### src/rtl/instruction_encoder_if.sv
// Request/response bus of the instruction encoder: request fields with a
// valid/ready handshake in, encoded word with valid/ready out, plus status.
interface instruction_encoder_if #(
  parameter int ADDR_W = 8
);
  logic              in_valid;
  logic              in_ready;
  logic [1:0]        op;
  logic [5:0]        funct;
  logic [3:0]        cond;
  logic [3:0]        rn;
  logic [3:0]        rm;
  logic [3:0]        rd;
  logic [31:0]       imm;
  logic              out_valid;
  logic              out_ready;
  logic [31:0]       out_word;
  logic [ADDR_W-1:0] out_addr;
  logic              addr_clr;
  logic              err;
  logic [7:0]        err_count;

  modport master (
    output in_valid, op, funct, cond, rn, rm, rd, imm, out_ready, addr_clr,
    input  in_ready, out_valid, out_word, out_addr, err, err_count
  );

  modport slave (
    input  in_valid, op, funct, cond, rn, rm, rd, imm, out_ready, addr_clr,
    output in_ready, out_valid, out_word, out_addr, err, err_count
  );
endinterface

### src/rtl/instruction_encoder.sv
// Packs request fields into a 32-bit instruction word with a one-entry output
// register and a wrapping word address. Optional macro: ENCODER_RANGE_CHECK_EN.
module instruction_encoder #(
  parameter int ADDR_W = 8
) (
  input logic                 clk,
  input logic                 rst,
  instruction_encoder_if.slave bus
);
  logic              out_valid_q;
  logic [31:0]       out_word_q;
  logic [ADDR_W-1:0] out_addr_q;
  logic [ADDR_W-1:0] addr_q;
  logic [ADDR_W-1:0] addr_d;
  logic              err_q;
  logic [7:0]        err_count_q;

  logic              accept;
  logic              reject;
  logic              out_xfer;
  logic              i_flag;
  logic              range_bad;
  logic [31:0]       word_d;

  // During reset the output register is being cleared, so the slot is free.
  assign bus.in_ready = rst || !out_valid_q || bus.out_ready;
  assign accept       = bus.in_valid && bus.in_ready;
  assign out_xfer     = out_valid_q && bus.out_ready;
  assign i_flag       = bus.funct[5];
  assign reject       = (bus.op == 2'b11) || range_bad;

`ifdef ENCODER_RANGE_CHECK_EN
  always_comb begin
    range_bad = 1'b0;
    case (bus.op)
      2'b00:   range_bad = i_flag && (bus.imm[31:8] != 24'd0);
      2'b01:   range_bad = !i_flag && (bus.imm[31:12] != 20'd0);
      2'b10:   range_bad = (bus.imm[1:0] != 2'b00) ||
                           (bus.imm[31:25] != {7{bus.imm[25]}});
      default: range_bad = 1'b0;
    endcase
  end
`else
  assign range_bad = 1'b0;
  wire unused_imm_bits = &{1'b0, bus.imm[31:26], bus.imm[1:0]};
`endif

  always_comb begin
    word_d        = '0;
    word_d[31:28] = bus.cond;
    word_d[27:26] = bus.op;
    case (bus.op)
      2'b00: begin
        word_d[25:20] = bus.funct;
        word_d[19:16] = bus.rn;
        word_d[15:12] = bus.rd;
        if (i_flag) word_d[7:0] = bus.imm[7:0];
        else        word_d[3:0] = bus.rm;
      end
      2'b01: begin
        word_d[25:20] = bus.funct;
        word_d[19:16] = bus.rn;
        word_d[15:12] = bus.rd;
        if (i_flag) word_d[3:0]  = bus.rm;
        else        word_d[11:0] = bus.imm[11:0];
      end
      2'b10: begin
        word_d[25:24] = bus.funct[1:0];
        word_d[23:0]  = bus.imm[25:2];
      end
      default: word_d = '0;
    endcase
  end

  // Clear wins over the post-transfer increment.
  always_comb begin
    addr_d = addr_q;
    if (bus.addr_clr)  addr_d = '0;
    else if (out_xfer) addr_d = addr_q + ADDR_W'(1);
  end

  always_ff @(posedge clk) begin
    if (rst) begin
      out_valid_q <= 1'b0;
      out_word_q  <= '0;
      out_addr_q  <= '0;
      addr_q      <= '0;
      err_q       <= 1'b0;
      err_count_q <= '0;
    end else begin
      addr_q <= addr_d;
      err_q  <= accept && reject;
      if (accept && reject && (err_count_q != 8'hFF))
        err_count_q <= err_count_q + 8'd1;
      if (accept && !reject) begin
        out_valid_q <= 1'b1;
        out_word_q  <= word_d;
        out_addr_q  <= addr_d;
      end else if (out_xfer) begin
        out_valid_q <= 1'b0;
      end
    end
  end

  assign bus.out_valid = out_valid_q;
  assign bus.out_word  = out_word_q;
  assign bus.out_addr  = out_addr_q;
  assign bus.err       = err_q;
  assign bus.err_count = err_count_q;
endmodule

### src/flat_wrapper.sv
// flat-port wrapper written by rule: the top's interface ports become plain ports
module instruction_encoder_flat 
#(
  parameter int ADDR_W = 8
)
  (clk, rst, bus_in_valid, bus_op, bus_funct, bus_cond, bus_rn, bus_rm, bus_rd, bus_imm, bus_out_ready, bus_addr_clr, bus_in_ready, bus_out_valid, bus_out_word, bus_out_addr, bus_err, bus_err_count);
  instruction_encoder_if #(.ADDR_W(ADDR_W)) bus_i ();
  input logic clk;
  input logic rst;
  input wire logic [$bits(bus_i.in_valid)-1:0] bus_in_valid;
  input wire logic [$bits(bus_i.op)-1:0] bus_op;
  input wire logic [$bits(bus_i.funct)-1:0] bus_funct;
  input wire logic [$bits(bus_i.cond)-1:0] bus_cond;
  input wire logic [$bits(bus_i.rn)-1:0] bus_rn;
  input wire logic [$bits(bus_i.rm)-1:0] bus_rm;
  input wire logic [$bits(bus_i.rd)-1:0] bus_rd;
  input wire logic [$bits(bus_i.imm)-1:0] bus_imm;
  input wire logic [$bits(bus_i.out_ready)-1:0] bus_out_ready;
  input wire logic [$bits(bus_i.addr_clr)-1:0] bus_addr_clr;
  output wire logic [$bits(bus_i.in_ready)-1:0] bus_in_ready;
  output wire logic [$bits(bus_i.out_valid)-1:0] bus_out_valid;
  output wire logic [$bits(bus_i.out_word)-1:0] bus_out_word;
  output wire logic [$bits(bus_i.out_addr)-1:0] bus_out_addr;
  output wire logic [$bits(bus_i.err)-1:0] bus_err;
  output wire logic [$bits(bus_i.err_count)-1:0] bus_err_count;
  assign bus_i.in_valid = bus_in_valid;
  assign bus_i.op = bus_op;
  assign bus_i.funct = bus_funct;
  assign bus_i.cond = bus_cond;
  assign bus_i.rn = bus_rn;
  assign bus_i.rm = bus_rm;
  assign bus_i.rd = bus_rd;
  assign bus_i.imm = bus_imm;
  assign bus_i.out_ready = bus_out_ready;
  assign bus_i.addr_clr = bus_addr_clr;
  assign bus_in_ready = bus_i.in_ready;
  assign bus_out_valid = bus_i.out_valid;
  assign bus_out_word = bus_i.out_word;
  assign bus_out_addr = bus_i.out_addr;
  assign bus_err = bus_i.err;
  assign bus_err_count = bus_i.err_count;
  instruction_encoder #(.ADDR_W(ADDR_W)) u_core (.clk(clk), .rst(rst), .bus(bus_i));
endmodule
### config.mk
export PLATFORM = sky130hd
export DESIGN_NAME = instruction_encoder_flat
export DESIGN_NICKNAME = d
export VERILOG_FILES = /design/src/rtl/instruction_encoder_if.sv /design/src/rtl/instruction_encoder.sv /design/src/flat_wrapper.sv
export SDC_FILE = /design/constraint.sdc
export NUM_CORES = 1
export LEC_CHECK = 0
export CAP_MARGIN = 10
export CORE_MARGIN = 1
export CORE_UTILIZATION = 45
export DETAILED_ROUTE_END_ITERATION = 7
export GPL_ROUTABILITY_DRIVEN = 0
export PLACE_DENSITY = 0.84
export SYNTH_ARGS = -nofsm -noshare
export SYNTH_HDL_FRONTEND = slang
export SYNTH_SLANG_ARGS = --single-unit
export TNS_END_PERCENT = 100
### constraint.sdc
create_clock -name clk -period 4.8 [get_ports clk]
set_input_delay 1.44 -clock clk [delete_from_list [all_inputs] [get_ports clk]]
set_output_delay 1.44 -clock clk [all_outputs]
set_load 0.01 [all_outputs]
==> flow_summary_export.csv, run 1 <==
group,metric,value,unit
synthesis,synth.top_cells.by_area,"sky130_fd_sc_hd__dfxtp_1 43%, sky130_fd_sc_hd__a221oi_1 4.5%, sky130_fd_sc_hd__ha_1 4.2%, sky130_fd_sc_hd__nor2_1 4.2%, sky130_fd_sc_hd__nor3_1 4.1%",
power,vdd_ir_drop_max,213,uV
critical_path,crit_chain,"clkdlybuf4s50_1, nor3b_4, inv_2, clkdlybuf4s50_1",
grt,antenna_violations_before_repair,0,
route,drc,0,
synthesis,yosysUniqueCellTypes,45,
synthesis,synth_xor_area_share,2.27,%
power,power.leakage,1.43,nW
finish,synthToLayoutAreaGrowth,49.0,%
clock_network,worstSkewPairLatency,0.33,ns
clock_network,clk_transition_reported_paths,0.06,ns
synthesis,combinational_family_with_the_most_area_after_synthesis,"simple AND/OR/NAND/NOR gates",
sta,finalMaxSlewViolations,0,
route,vias,2686,
placement,place.port_buffers,105,
route,wl_per_cell,15.6,um
flow_run,cap_viol_max_count,0,
power,powerDensity,313,nW/um2
placement,post-dp-hpwl,5.37,mm
synthesis,synthFlopType,"sky130_fd_sc_hd__dfxtp_1",
synthesis,multiplexer_share_of_the_synthesized_area,4.87,%
synthesis,synth_seq_cells,58,
worst_hold_path,hold_path.class,"reg2reg",
synthesis,synth_enable_flop_cells,0,
sta,setup_violations,0,
sta,fin_tns_setup,0,ns
clock_network,ctsHoldBuffers,0,
critical_path,critical-path-slowest-cell,"sky130_fd_sc_hd__clkdlybuf4s50_1",
route,total_length_of_routed_wires,7.41,mm
critical_path,critical_path_class,"in2out",
floorplan,initial_utilization,47.8,%
critical_path,worst-path-max-fanout,6,
synthesis,synth-simple-area-share,21.2,%
clock_network,number_of_levels_in_the_clock_h_tree,3,
synthesis,seq_area_frac_synth,43.0,%
finish,post_layout_nonfiller_instances,475,
critical_path,cpMostUsedCell,"sky130_fd_sc_hd__clkdlybuf4s50_1",
critical_path,timing.critical_path.required,3.36,ns
floorplan,die-width,79.4,um
critical_path,worst_setup_path_start_kind,"input pin",
finish,nets,468,
critical_path,worst-r2r-setup-slack,2.88,ns
sta,timing_worst_slew_pin_value,0.923,ns
grt,grt_pass1_wl,12.0,mm
floorplan,design.core.area,5640,um2
clock_network,numCtsBuffers,9,
grt,grt_start_max_net_pins,63,
sta,worst_slew_margin_rel,38.5,%
finish,insertedDiodeCount,0,
synthesis,syn_area,2700,um2
floorplan,rows,27,
synthesis,synth_adder_area_share,4.17,%
synthesis,ys.warnings.count,0,
route,drt_iter0_drc,200,
synthesis,synth_commonest_cells,"58 x sky130_fd_sc_hd__dfxtp_1, 30 x sky130_fd_sc_hd__nor2_1, 23 x sky130_fd_sc_hd__nand2_1",
sta,post-route-min-period,4.26,ns
synthesis,number_of_nets_produced_by_synthesis,369,
synthesis,syn-instance-count,299,
critical_path,setup.worst_path.end_class,"output pin",
placement,dpl.cell_count,459,
critical_path,crit_path_max_incr_delay,0.53,ns
sta,timing.final.crit_share,88.8,%
critical_path,worst-endpoint-arrival,2.82,ns
sta,fin_skew,0.00720,ns
route,drt.antenna.violating_nets,0,
clock_network,cts_sinks,58,
sta,rsz0062_at_grt,"no",
synthesis,synth_top_area_cell,"sky130_fd_sc_hd__dfxtp_1",
clock_network,clockRootBuffer,"sky130_fd_sc_hd__clkbuf_8",
clock_network,cts-root-to-sink-buffers,2,
synthesis,synthArstFlopShare,0,%
clock_network,cts_setup_buffers,0,
synthesis,avgSynthCellArea,9.03,um2
clock_network,tritoncts_clock_tree,"built",
floorplan,vertical_extent_of_the_die,79.4,um
floorplan,ios,112,
sta,final-hold-violation-count,0,
sta,timing.fmax,235,MHz
clock_network,cts_repair_resize_count,0,
grt,grt_pass1_vias,2553,
grt,globalRoute.totalOverflow,0,
synthesis,compound_gate_portion_of_the_synthesized_area,19.6,%
synthesis,synth_largest_type_area_fraction,43.0,%
synthesis,synth.most_common_cell,"sky130_fd_sc_hd__dfxtp_1",
outcome,outcome,"finished, final reports clean",
route,via_per_inst,5.65,
finish,drive_above_1_share,9.18,%
grt,grt.total_usage,24.8,%
floorplan,fp.dieArea,6310,um2
route,drtPass1Iterations,4,
## critical path, delay by kind of cell
kind / cells / cell delay, ns
simple gates: 1 / 0.28
buf+inv: 3 / 1.10
## final timing paths
path                                  end  cells past startpoint               startpoint
setup / recovery             bus_in_ready                      4            bus_out_ready
hold / removal    u_core.bus.out_word[30]                      2  u_core.bus.out_word[30]
setup reg to reg  u_core.bus.out_word[12]                      6     u_core.bus.out_valid
hold reg to reg   u_core.bus.out_word[30]                      2  u_core.bus.out_word[30]
## per-layer routing
layer | global-route usage [%] | wire length, um | vias to the layer above
li1 | - | - | 1309
met1 | 27.6 | 2950 | 1269
met2 | 43.8 | 3860 | 98
met3 | 7.89 | 492 | 10
met4 | 8.91 | 114 | 0
met5 | 0 | 0 | -
## per-stage QoR
step                      hold slack, ns  util [%]  instance area, um2  setup slack [ns]  total power [W]
final                              0.454      71.3                4020             0.539          0.00126
after global routing               0.482      71.3                4020             0.456          0.00130
after CTS                          0.456      71.3                4020             0.534          0.00126
after detailed placement           0.446      66.8                3770             0.542         0.000706
after global placement             0.438      66.8                3770             0.572         0.000701
after floorplan                    0.476         -                2700              1.34         0.000607
## placed cells by master, fill, tap and decap left out, types with 3 or more instances in the layout
cell,netlist,layout
sky130_fd_sc_hd__a21oi_1,17,17
sky130_fd_sc_hd__a221oi_1,14,14
sky130_fd_sc_hd__a222oi_1,4,4
sky130_fd_sc_hd__a22o_1,8,8
sky130_fd_sc_hd__a22oi_1,4,4
sky130_fd_sc_hd__and4_1,4,4
sky130_fd_sc_hd__buf_4,0,4
sky130_fd_sc_hd__bufinv_16,0,3
sky130_fd_sc_hd__clkbuf_8,0,11
sky130_fd_sc_hd__clkdlybuf4s50_1,0,104
sky130_fd_sc_hd__dfxtp_1,58,58
sky130_fd_sc_hd__ha_1,9,9
sky130_fd_sc_hd__inv_1,8,8
sky130_fd_sc_hd__mux2_2,9,9
sky130_fd_sc_hd__mux2i_1,3,3
sky130_fd_sc_hd__nand2_1,23,23
sky130_fd_sc_hd__nand2b_1,3,3
sky130_fd_sc_hd__nand3_1,11,11
sky130_fd_sc_hd__nand3b_1,8,8
sky130_fd_sc_hd__nand4_1,3,3
sky130_fd_sc_hd__nor2_1,30,29
sky130_fd_sc_hd__nor3_1,22,22
sky130_fd_sc_hd__o21ai_0,4,4
sky130_fd_sc_hd__o32ai_1,5,5
sky130_fd_sc_hd__o41ai_1,3,3
sky130_fd_sc_hd__xnor2_1,3,3
sky130_fd_sc_hd__xor2_1,4,4
## cells by family after synthesis
family	Yosys count
simple gates	113
mux	12
fa+ha+maj	9
compound gates	70
xor+xnor	7
flops	58
buf+inv	30
## sequential cells by signal (all words and copies together), names as in the netlist
register	flops
u_core.bus.out_word	32
u_core.addr_q	8
u_core.bus.err_count	8
u_core.bus.out_addr	8
u_core.bus.err	1
u_core.bus.out_valid	1
## power by group
part	leakage, nW	switching, W	internal (W)
Sequential	0.472	0.00000995	0.000499
Combinational	0.826	0.0000859	0.000102
Clock	0.129	0.000189	0.000371
Total	1.43	0.000285	0.000973
## cell type report
| class | count | area (um2) |
|---|---|---|
| fill | 436 | 1620 |
| multi-input combinational | 211 | 1410 |
| sequential | 58 | 1160 |
| timing repair buffer | 109 | 1080 |
| clock buffer | 11 | 151 |
| clock inverter | 5 | 100 |
| tap | 72 | 90.1 |
| inverter | 9 | 33.8 |
(Power assumes the default switching activity.)
==> inputs of run 2 (changes only) <==
- CORE_MARGIN: 1 -> 2
- CORE_UTILIZATION: 45 -> 39
- PLACE_DENSITY: 0.84 -> 0.77
- clock period: 4.8 -> 3.7 ns (I/O delays scaled with it)
==> run 2 against run 1 <==
  * Critical path depth is the same
  * Critical endpoint unchanged
  * Register-to-register slack lost 0.94 ns
  * Largest power group is now registers
  * Count of clock-buffer cells in the layout rose by 1
  * Sequential share of layout area up 0.37 points
  * Worst setup slack got worse by 0.36 ns
==> flow_summary_export.csv, run 2 (synthesis results as in run 1) <==
group,metric,value,unit
power,share_comb_of_total_power,17.3,%
critical_path,crit_chain,"clkdlybuf4s50_1, nor3b_4, inv_2, clkdlybuf4s50_1",
grt,globalRoute.totalOverflow,0,
clock_network,clk_transition_reported_paths,0.06,ns
finish,fill_cells,581,
sta,finalMaxSlewViolations,0,
finish,post-route-util,58.8,%
finish,post-route-cell-area,3970,um2
floorplan,initial_utilization,39.9,%
clock_network,cts_sinks,58,
power,powerDensity,354,nW/um2
sta,worst_slew_margin_rel,39.3,%
grt,grt_pass1_vias,2523,
worst_hold_path,hold_path.class,"reg2reg",
critical_path,worst-path-max-fanout,4,
finish,layout.cells.most_common,"sky130_fd_sc_hd__clkdlybuf4s50_1",
clock_network,cts_repair_resize_count,0,
sta,setup_ws,0.181,ns
grt,antenna_violations_before_repair,0,
sta,setup_violations,0,
clock_network,numCtsBuffers,9,
clock_network,ctsHoldBuffers,0,
floorplan,ios,112,
sta,timing_worst_slew_pin_value,0.910,ns
sta,post-route-min-period,3.52,ns
sta,final-hold-violation-count,0,
critical_path,crit_path_max_incr_delay,0.49,ns
grt,grt.total_usage,19.4,%
route,total_length_of_routed_wires,7.10,mm
floorplan,rows,30,
floorplan,vertical_extent_of_the_die,87.2,um
floorplan,die-width,87.2,um
sta,timing.final.crit_share,95.1,%
floorplan,design.core.area,6760,um2
critical_path,critical-path-slowest-cell,"sky130_fd_sc_hd__clkdlybuf4s50_1",
route,drc,0,
finish,synthToLayoutAreaGrowth,47.1,%
finish,multiInputGateArea,1410,um2
clock_network,worstSkewPairLatency,0.32,ns
power,vdd_ir_drop_max,155,uV
critical_path,depth_of_the_critical_timing_path_with_buffers_and_inverters_included,4,
worst_hold_path,worst_hold_path_cells,2,
sta,fin_tns_setup,0,ns
critical_path,worst-path-buf-inv,3,
clock_network,tritoncts_clock_tree,"built",
finish,drive_above_1_share,8.93,%
power,power.clock.fraction,35.7,%
grt,grt_pass1_wl,11.7,mm
clock_network,number_of_levels_in_the_clock_h_tree,3,
route,drt_iter0_drc,149,
finish,nets,469,
sta,rsz0062_at_grt,"no",
power,power.leakage,1.40,nW
placement,place.port_buffers,105,
floorplan,fp.dieArea,7600,um2
clock_network,cts_setup_buffers,0,
critical_path,cpMostUsedCell,"sky130_fd_sc_hd__clkdlybuf4s50_1",
power,internal_power_component,0.00105,W
finish,mostFrequentLayoutCells,"104 x sky130_fd_sc_hd__clkdlybuf4s50_1, 58 x sky130_fd_sc_hd__dfxtp_1, 29 x sky130_fd_sc_hd__nor2_1",
route,via_per_inst,5.42,
flow_run,cap_viol_max_count,0,
sta,timing.fmax,284,MHz
critical_path,worst_setup_path_start_kind,"input pin",
critical_path,worst-endpoint-arrival,2.41,ns
power,share_seq_of_total_power,47.0,%
outcome,outcome,"finished, final reports clean",
critical_path,timing.critical_path.max_delay_family,"buffers and inverters",
critical_path,reg2regPathDepth,5,
route,drt.antenna.violating_nets,0,
critical_path,setup.worst_path.end_class,"output pin",
power,power.net_switching,0.000352,W
placement,post-dp-hpwl,5.11,mm
sta,fin_skew,0.00638,ns
clock_network,clockRootBuffer,"sky130_fd_sc_hd__clkbuf_8",
critical_path,critical_path_class,"in2out",
finish,area.sequential,1160,um2
placement,placed_cell_area,3800,um2
route,wl_per_cell,14.7,um
power,power_total,0.00141,W
grt,grt_start_max_net_pins,63,
clock_network,cts-root-to-sink-buffers,2,
route,vias,2620,
power,switching_share,25.0,%
critical_path,timing.critical_path.required,2.59,ns
finish,insertedDiodeCount,0,
placement,dp_worst_setup_slack,0.188,ns
route,drtPass1Iterations,5,
finish,largest_register_ff_count,32,
run 2: changes by cell type in the layout (fill, tap and decap cells not counted):
cell | previous run | this run
sky130_fd_sc_hd__bufinv_16 | 3 | 0
sky130_fd_sc_hd__buf_12 | 0 | 1
sky130_fd_sc_hd__clkinv_2 | 2 | 3
sky130_fd_sc_hd__clkbuf_1 | 0 | 1
run 2: area by class of cell:
class	count	share of cell area, %
clock buffers	12	3.91
inverters	9	0.851
well taps	80	2.52
flip-flops and latches	58	29.2
multi-input cells	211	35.5
clock inverters	3	0.378
repair buffers	110	27.6
run 2: path summary, 6_finish.rpt:
| check | from | slack [ns] | to |
|---|---|---|---|
| max reg2reg | u_core.bus.err_count[0] | 1.94 | u_core.bus.err_count[4] |
| min | u_core.bus.out_word[28] | 0.45 | u_core.bus.out_word[28] |
| min reg2reg | u_core.bus.out_word[28] | 0.45 | u_core.bus.out_word[28] |
| max | bus_out_ready | 0.18 | bus_in_ready |
run 2: per-layer routing:
| metal | vias to the layer above | GRT usage [%] | share of wire [%] |
|---|---|---|---|
| li1 | 1313 | - | - |
| met1 | 1212 | 23.6 | 44 |
| met2 | 87 | 33.2 | 49 |
| met3 | 8 | 3.98 | 5.0 |
| met4 | 0 | 8.11 | 1.8 |
| met5 | - | 0 | 0 |
run 2: through the flow:
stage	hold WS [ns]	cells
finish	0.451	483
global route	0.476	483
floorplan	0.476	299
detailed placement	0.446	468
CTS	0.455	483
global placement	0.438	468
run 2: power by group through the flow:
stage / clock network [W] / logic (W) / registers [W]
5_1_grt: 0.000543 / 0.000265 / 0.000663
2_1_floorplan: 0 / 0.000104 / 0.000683
3_5_place_dp: 0 / 0.000245 / 0.000674
3_3_place_gp: 0 / 0.000241 / 0.000673
4_1_cts: 0.000517 / 0.000245 / 0.000661
6_report: 0.000502 / 0.000244 / 0.000661
run 2: worst reg2reg max path: cells and delay by family (launching register included):
kind | cells | cell delay, ns
XOR/XNOR | 1 | 0.18
flip-flops | 1 | 0.34
AO/OA/AOI/OAI | 1 | 0.54
AND/OR/NAND/NOR | 2 | 0.30
adder cells (fa/ha/maj) | 1 | 0.28
==> inputs of run 3 (changes only) <==
- SETUP_SLACK_MARGIN: not set -> 0.3
==> run 3 against run 2 <==
  * Worst setup slack improved by 0.22 ns
  * Cell count did not move
  * Die area did not move
  * Non-clock buffer count did not move
  * Clock skew fell by 0.00069 ns
  * Final area barely moved
  * Maximum frequency rose by 6.8%
  * Hold slack did not move
  * Clock power barely moved
  * Via count did not move
  * Sequential power barely moved
  * Utilization barely moved
  * Critical endpoint unchanged
  * Highest routed layer unchanged
==> flow_summary_export.csv, run 3 (synthesis results as in run 1) <==
group,metric,value,unit
finish,layout.cells.most_common,"sky130_fd_sc_hd__clkdlybuf4s50_1",
finish,drive_above_1_share,8.93,%
critical_path,worst-endpoint-arrival,2.18,ns
placement,post-dp-hpwl,5.11,mm
grt,grt_pass1_wl,11.7,mm
critical_path,timing.critical_path.required,2.59,ns
clock_network,clockRootBuffer,"sky130_fd_sc_hd__clkbuf_8",
route,drtPass1Iterations,5,
flow_run,cap_viol_max_count,0,
critical_path,reg2regPathDepth,5,
critical_path,worst_setup_path_start_kind,"input pin",
finish,nets,469,
grt,grt_start_max_net_pins,63,
power,powerDensity,355,nW/um2
power,power.leakage,1.40,nW
sta,worst_slew_margin_rel,39.3,%
sta,rsz0062_at_grt,"no",
floorplan,initial_utilization,39.9,%
floorplan,vertical_extent_of_the_die,87.2,um
clock_network,cts-root-to-sink-buffers,2,
floorplan,ios,112,
clock_network,tritoncts_clock_tree,"built",
sta,fin_tns_setup,0,ns
finish,post-route-util,58.7,%
clock_network,number_of_levels_in_the_clock_h_tree,3,
critical_path,worstReg2RegEnd,"u_core.bus.err_count[4]",
critical_path,critical_path_startpoint,"bus_out_ready",
route,drt_iter0_drc,149,
grt,grt_pass1_vias,2523,
finish,mostFrequentLayoutCells,"103 x sky130_fd_sc_hd__clkdlybuf4s50_1, 58 x sky130_fd_sc_hd__dfxtp_1, 29 x sky130_fd_sc_hd__nor2_1",
route,drt.antenna.violating_nets,0,
sta,final-hold-violation-count,0,
sta,timing.fmax,304,MHz
grt,globalRoute.totalOverflow,0,
finish,insertedDiodeCount,0,
sta,finalMaxSlewViolations,0,
outcome,outcome,"finished, final reports clean",
critical_path,worst_setup_path_endpoint,"bus_in_ready",
placement,dpl.cell_count,468,
placement,place.port_buffers,105,
route,total_length_of_routed_wires,7.09,mm
sta,setup_violations,0,
sta,timing.final.crit_share,89.0,%
route,via_per_inst,5.42,
floorplan,die-width,87.2,um
critical_path,critical_path_class,"in2out",
clock_network,worstSkewPairLatency,0.32,ns
floorplan,fp.dieArea,7600,um2
floorplan,design.core.area,6760,um2
sta,timing_worst_slew_pin_value,0.910,ns
finish,largest_register_ff_count,32,
floorplan,rows,30,
critical_path,worst-path-max-fanout,4,
route,wl_per_cell,14.7,um
sta,hold-worst-slack,0.451,ns
critical_path,worst-r2r-setup-slack,1.94,ns
grt,antenna_violations_before_repair,0,
finish,post_layout_nonfiller_instances,483,
grt,grt.total_usage,19.4,%
finish,synthToLayoutAreaGrowth,47.1,%
clock_network,ctsHoldBuffers,0,
sta,fin_skew,0.00569,ns
clock_network,cts_setup_buffers,0,
worst_hold_path,hold_path.class,"reg2reg",
clock_network,cts_sinks,58,
route,drc,0,
power,vdd_ir_drop_max,155,uV
sta,post-route-min-period,3.29,ns
critical_path,setup.worst_path.end_class,"output pin",
critical_path,worstReg2RegStart,"u_core.bus.err_count[0]",
clock_network,clk_transition_reported_paths,0.06,ns
route,vias,2620,
clock_network,numCtsBuffers,9,
run 3: changes by cell type in the layout (fill, tap and decap cells not counted), sizes merged:
cell           change
dlygate4sd2        +1
clkdlybuf4s50      -1
run 3: through the flow:
| stage | cell area, um2 | total power, W | setup slack (ns) |
|---|---|---|---|
| 3_3_place_gp | 3800 | 0.000914 | 0.177 |
| 5_1_grt | 3970 | 0.00147 | 0.340 |
| 3_5_place_dp | 3800 | 0.000919 | 0.188 |
| 4_1_cts | 3970 | 0.00142 | 0.404 |
| 6_report | 3970 | 0.00141 | 0.406 |
| 2_1_floorplan | 2700 | 0.000787 | 0.898 |
run 3: metal layers:
| layer | track usage, % | wire, um |
|---|---|---|
| met5 | 0 | 0 |
| met4 | 8.11 | 128 |
| met3 | 3.98 | 352 |
| met2 | 33.2 | 3470 |
| met1 | 23.6 | 3140 |
run 3: timing repair:
item	4_1_cts	5_1_grt
gates resized for setup	1	0
endpoints found under the hold margin	0	0
setup endpoints to repair	1	0
run 3: worst min path at each step:
stage,startpoint,endpoint,slack (ns),depth (start not counted)
5_1_grt,u_core.bus.out_addr[1],u_core.bus.out_addr[1],0.48,2
3_5_place_dp,u_core.bus.out_word[28],u_core.bus.out_word[28],0.45,2
6_report,u_core.bus.out_word[28],u_core.bus.out_word[28],0.45,2
2_1_floorplan,u_core.bus.out_addr[2],u_core.bus.out_addr[2],0.48,2
3_3_place_gp,u_core.bus.out_word[31],u_core.bus.out_word[31],0.44,2
4_1_cts,u_core.bus.out_word[28],u_core.bus.out_word[28],0.45,2
run 3: report_power, final:
| part | total [W] | switching [W] | internal, W |
|---|---|---|---|
| clock network | 0.000503 | 0.000230 | 0.000272 |
| logic | 0.000244 | 0.000109 | 0.000135 |
| registers | 0.000661 | 0.0000133 | 0.000647 |
run 3: critical path, cell delays in order:
cell and delay [ns]:
sky130_fd_sc_hd__dlygate4sd2_1 0.29, sky130_fd_sc_hd__nor3b_4 0.22, sky130_fd_sc_hd__inv_2 0.08, sky130_fd_sc_hd__clkdlybuf4s50_1 0.48
run 3: layout make-up:
| class | count | area, um2 |
|---|---|---|
| Clock buffer | 12 | 155 |
| Clock inverter | 3 | 15.0 |
| Fill cell | 582 | 2790 |
| Inverter | 9 | 33.8 |
| Multi-Input combinational cell | 211 | 1410 |
| Sequential cell | 58 | 1160 |
| Tap cell | 80 | 100 |
| Timing Repair Buffer | 110 | 1090 |
